===== src/rtl/cdc_handshake_tx.sv =====
// ---------------------------------------------------------------------------
// cdc_handshake_tx
//
// Source-domain sender for a 4-phase req/ack bundled-data clock crossing.
// A word is captured on a local valid/ready handshake and driven on data_out.
// req_out is then raised and taken through a full 4-phase cycle against the
// asynchronous ack_in returned by the destination domain. ack_in passes
// through a local 2-flop synchronizer. An optional timeout aborts a request
// that is never acknowledged.
//
// Ports:
//   clk          in   source-domain clock
//   n_rst        in   asynchronous active-low reset
//   send_valid   in   local request to transfer send_data
//   send_data    in   word to transfer, sampled only on accept
//   send_ready   out  block can accept a word (IDLE and synchronized ack low)
//   req_out      out  registered 4-phase request to the destination domain
//   data_out     out  registered bundled data, stable whenever req_out=1
//   ack_in       in   asynchronous acknowledge from the destination domain
//   done         out  one-cycle pulse, transfer fully completed
//   timeout_err  out  one-cycle pulse, transfer aborted on timeout
//
// Parameters:
//   DATA_WIDTH   width of the transferred word
//   TIMEOUT      max cycles req_out stays high without a synchronized ack;
//                0 disables the timeout
// ---------------------------------------------------------------------------
module cdc_handshake_tx #(
    parameter int DATA_WIDTH = 8,
    parameter int TIMEOUT    = 255
) (
    input  logic                  clk,
    input  logic                  n_rst,
    input  logic                  send_valid,
    input  logic [DATA_WIDTH-1:0] send_data,
    output logic                  send_ready,
    output logic                  req_out,
    output logic [DATA_WIDTH-1:0] data_out,
    input  logic                  ack_in,
    output logic                  done,
    output logic                  timeout_err
);

    // Counter is wide enough to hold TIMEOUT, and never narrower than 1 bit
    // so that TIMEOUT=0 still elaborates cleanly.
    localparam int CNT_W = ($clog2(TIMEOUT + 1) > 1) ? $clog2(TIMEOUT + 1) : 1;
    localparam logic [CNT_W-1:0] CNT_LAST = (TIMEOUT > 0) ? CNT_W'(TIMEOUT - 1) : '0;
    localparam logic [CNT_W-1:0] CNT_MAX  = '1;

    typedef enum logic [1:0] {
        IDLE   = 2'd0,
        REQ    = 2'd1,
        ACKLOW = 2'd2,
        ABORT  = 2'd3
    } state_t;

    state_t                state_q, state_d;
    logic                  ackMeta_q, ackSync_q;
    logic                  reqOut_q, reqOut_d;
    logic [DATA_WIDTH-1:0] data_q, data_d;
    logic [CNT_W-1:0]      cnt_q, cnt_d;
    logic                  done_q, done_d;
    logic                  timeoutErr_q, timeoutErr_d;
    logic                  sendReady;

    // A new word is only taken once the previous 4-phase cycle has fully
    // returned to zero on the ack side; a late ack after an abort therefore
    // keeps the sender blocked until it drops.
    assign sendReady = (state_q == IDLE) && !ackSync_q;

    // Two-flop synchronizer for the asynchronous acknowledge.
    always_ff @(posedge clk or negedge n_rst) begin
        if (!n_rst) begin
            ackMeta_q <= 1'b0;
            ackSync_q <= 1'b0;
        end else begin
            ackMeta_q <= ack_in;
            ackSync_q <= ackMeta_q;
        end
    end

    // State and registered outputs; every output of the block comes from
    // here so nothing combinational leaks into the destination domain.
    always_ff @(posedge clk or negedge n_rst) begin
        if (!n_rst) begin
            state_q      <= IDLE;
            reqOut_q     <= 1'b0;
            data_q       <= '0;
            cnt_q        <= '0;
            done_q       <= 1'b0;
            timeoutErr_q <= 1'b0;
        end else begin
            state_q      <= state_d;
            reqOut_q     <= reqOut_d;
            data_q       <= data_d;
            cnt_q        <= cnt_d;
            done_q       <= done_d;
            timeoutErr_q <= timeoutErr_d;
        end
    end

    // Protocol FSM. An ack seen on the timeout cycle takes priority over the
    // abort. The counter saturates rather than wrapping.
    always_comb begin
        state_d      = state_q;
        reqOut_d     = reqOut_q;
        data_d       = data_q;
        cnt_d        = cnt_q;
        done_d       = 1'b0;
        timeoutErr_d = 1'b0;
        case (state_q)
            IDLE: begin
                if (send_valid && sendReady) begin
                    state_d  = REQ;
                    reqOut_d = 1'b1;
                    data_d   = send_data;
                    cnt_d    = '0;
                end
            end
            REQ: begin
                if (ackSync_q) begin
                    state_d  = ACKLOW;
                    reqOut_d = 1'b0;
                end else if (TIMEOUT > 0) begin
                    if (cnt_q == CNT_LAST) begin
                        state_d      = ABORT;
                        reqOut_d     = 1'b0;
                        timeoutErr_d = 1'b1;
                    end else if (cnt_q != CNT_MAX) begin
                        cnt_d = cnt_q + 1'b1;
                    end
                end
            end
            ACKLOW: begin
                if (!ackSync_q) begin
                    state_d = IDLE;
                    done_d  = 1'b1;
                end
            end
            ABORT: begin
                if (!ackSync_q) begin
                    state_d = IDLE;
                end
            end
            default: begin
                state_d  = IDLE;
                reqOut_d = 1'b0;
            end
        endcase
    end

    assign send_ready  = sendReady;
    assign req_out     = reqOut_q;
    assign data_out    = data_q;
    assign done        = done_q;
    assign timeout_err = timeoutErr_q;

endmodule


===== config.mk =====
export PLATFORM = sky130hd
export DESIGN_NAME = cdc_handshake_tx
export DESIGN_NICKNAME = d
export VERILOG_FILES = /design/src/rtl/cdc_handshake_tx.sv
export SDC_FILE = /design/constraint.sdc
export NUM_CORES = 1
export LEC_CHECK = 0
export CORE_AREA = 2 2 50 52
export DETAILED_ROUTE_END_ITERATION = 10
export DIE_AREA = 0 0 52 54
export PLACE_DENSITY = 0.85
export SYNTH_ARGS = -nofsm -noshare
export SYNTH_HDL_FRONTEND = slang
export SYNTH_SLANG_ARGS = --single-unit

===== constraint.sdc =====
create_clock -name clk -period 1.8 [get_ports clk]
set_input_delay 0.36 -clock clk [delete_from_list [all_inputs] [get_ports clk]]
set_output_delay 0.36 -clock clk [all_outputs]
set_load 0.02 [all_outputs]

==> impl_metrics.ini <==
[die]
initial_utilization_pct = 45.3
die_x_um = 52
die_h_um = 54
die_area_um2 = 2810
num_io_pins = 24
coreArea_um2 = 2320
row_count = 18

[synth]
ys_async_sr_fraction_pct = 100
synth_edf_count = 0
ys_ff_latch = 23
netlist-cell-type-count = 33
syn_area_per_cell_um2 = 9.73
syn_nets = 122
ys.flop_type = dfrtp_1
synth_cells = 108
yosysSeqAreaShare_pct = 54.8
synth_area_um2 = 1050
ys_warn_count = 0

[sta]
fin_crit_sh_pct = 92.5
finalHoldViolations = 0
drv_slew = 0
finalClockSkew_ps = 5.04
tightest_slew_ps = 372
fmax_mhz = 601
rsz0062_at_grt = false
period_needed_ps = 1660
setup_viol = 0
relSlewSlack_pct = 75.1
tns_ps = 0

[global_route]
grt_overflow = 0
grt_usage_pct = 18.9
grt_max_degree = 24
antenna_found_initial = 0
grt_pass1_vias = 915
grt_pass1_wl_um = 3930

[critical_path]
cp_max_fo = 2
crit_buf_inv = 1
crit_required_ps = 1440
path_class = flop to primary output
r2r_slack_ps = 160
cpPeakStageDelay_ps = 610
cp.arrival_ps = 1300
critPathLaunchType = flop
critical_path.endpoint_type = primary output
cp_slowest_cell = clkdlybuf4s50_1
path_cells = clkdlybuf4s50_1
cpLargestDelayFamily = buffers and inverters

[route]
ant_nets = 0
vias = 882
drtPass1Iterations = 4
avgRoutedWirePerCell_um = 13.2
wl_um = 2240
drc = 0
viasPerCell = 5.22
drt_iter0_drc = 19

[place]
place.gp.congestion = 0.984
portBuffers = 23
dpl.hpwl_um = 1690

[layout]
layout_common_cells = 32 x nand2_1, 23 x dfrtp_1, 22 x clkdlybuf4s50_1, 7 x nor2_1, 6 x buf_4
nFillCells = 193
area_delta_synth_final_pct = 32.1
drive_gt1_share_pct = 12.9
layout.nets = 154
layout_commonest_cell = nand2_1
antenna-diode-count = 0

[power]
power.leakage_uw = 0.000620
clkPwrFrac_pct = 18.0
netSwitchingFraction_pct = 33.7
power.total_uw = 1350
p_sw_uw = 456
ir_worst_vdd_uv = 772
p_int_uw = 898
p_comb_share_pct = 30.7
p_per_area_nw_per_um2 = 975
p_seq_share_pct = 51.3

[cts]
cts-root-buf = clkbuf_4
cts_buffers = 3
cts.sinks = 23
clock_latency_ps = 310
clock_path_buffers = 2
cts_tree = done
postCtsSetupBuffers = 0
path_clk_slew_ps = 130
htree_levels = 1

[run]
maxCapViolCount = 0

[run_status]
outcome = finished, final reports clean

[worst_hold_path]
hp-class = flop to flop
[power groups by stage]
stage	Clock (µW)	Sequential, µW	Combinational (µW)
6_report	244	696	415
4_1_cts	254	696	420
2_1_floorplan	0	758	152
3_3_place_gp	0	699	406
3_5_place_dp	0	703	420
5_1_grt	278	709	454
[routing by layer]
metal	share of wire (%)	track usage (%)
met1	44	23.5
met5	0	0
met4	1.3	5.70
met3	6.7	3.61
met2	48	33.3
[synthesized netlist by cell type, types with 2 or more instances]
master | instances | area share [%]
nor2_1 | 7 | 2.5
inv_1 | 3 | 1.1
a21oi_1 | 2 | 0.95
nand2_1 | 32 | 11
o22a_1 | 2 | 1.7
dfrtp_1 | 23 | 55
nand3_1 | 5 | 2.4
a31oi_1 | 2 | 1.2
nor3_1 | 2 | 0.95
nor2b_1 | 2 | 1.2
a2bb2oi_1 | 2 | 1.7
o21ai_0 | 4 | 1.9
ha_1 | 2 | 2.4
[flip-flops by register name, indices dropped and copies added, names as in the netlist]
name / count
ackMeta_q: 1
req_out: 1
state_q: 2
timeout_err: 1
data_out: 8
done: 1
ackSync_q: 1
cnt_q: 8
[timing repair]
item,in CTS,in global routing
gates resized for setup,1,1
hold buffers,0,0
pin swaps,0,0
setup endpoints to repair,1,1
[worst reg2reg max path, delay by kind of cell, from the launching register on]
kind / cells / cell delay (ps)
AO/OA/AOI/OAI: 3 / 540
AND/OR/NAND/NOR: 1 / 440
flip-flops: 1 / 410
buffers and inverters: 1 / 160
[path summary, 6_finish.rpt]
kind / depth (start not counted) / end / startpoint
hold / removal: 0 / ackSync_q$_DFF_PN0_ / ackMeta_q$_DFF_PN0_
max in group asynchronous: 2 / data_out[7]$_DFFE_PN0P_ / n_rst
hold reg to reg: 0 / ackSync_q$_DFF_PN0_ / ackMeta_q$_DFF_PN0_
setup reg to reg: 5 / cnt_q[3]$_DFFE_PN0P_ / ackSync_q$_DFF_PN0_
setup / recovery: 1 / data_out[6] / data_out[6]$_DFFE_PN0P_
min in group asynchronous: 2 / timeout_err$_DFF_PN0_ / n_rst
[area by class of cell]
type / count / area [µm²] / share of cell area (%)
well taps: 30 / 37.5 / 2.70
clock inverters: 1 / 7.51 / 0.541
repair buffers: 29 / 274 / 19.7
flip-flops and latches: 23 / 576 / 41.4
clock buffers: 3 / 22.5 / 1.62
inverters: 3 / 11.3 / 0.811
multi-input cells: 80 / 460 / 33.2
[metrics by stage]
| stage | hold slack [ps] | area, µm² | cells | util (%) | worst slack (ps) |
|---|---|---|---|---|---|
| 2_1_floorplan | 64.4 | 1050 | 108 | - | 5.12 |
| 3_3_place_gp | 334 | 1360 | 165 | 58.4 | 173 |
| 3_5_place_dp | 345 | 1360 | 165 | 58.4 | 146 |
| 4_1_cts | 376 | 1380 | 169 | 59.7 | 75.6 |
| 5_1_grt | 384 | 1390 | 169 | 59.9 | 60.1 |
| 6_report | 371 | 1390 | 169 | 59.9 | 135 |
[cells by family after synthesis]
kind of cell	count (synthesis)	share of synthesized area [%]
fa+ha+maj	2	2.38
compound gates	21	15.8
buf+inv	5	1.90
flops	23	54.8
simple gates	57	25.1
(Power assumes the default switching activity.)
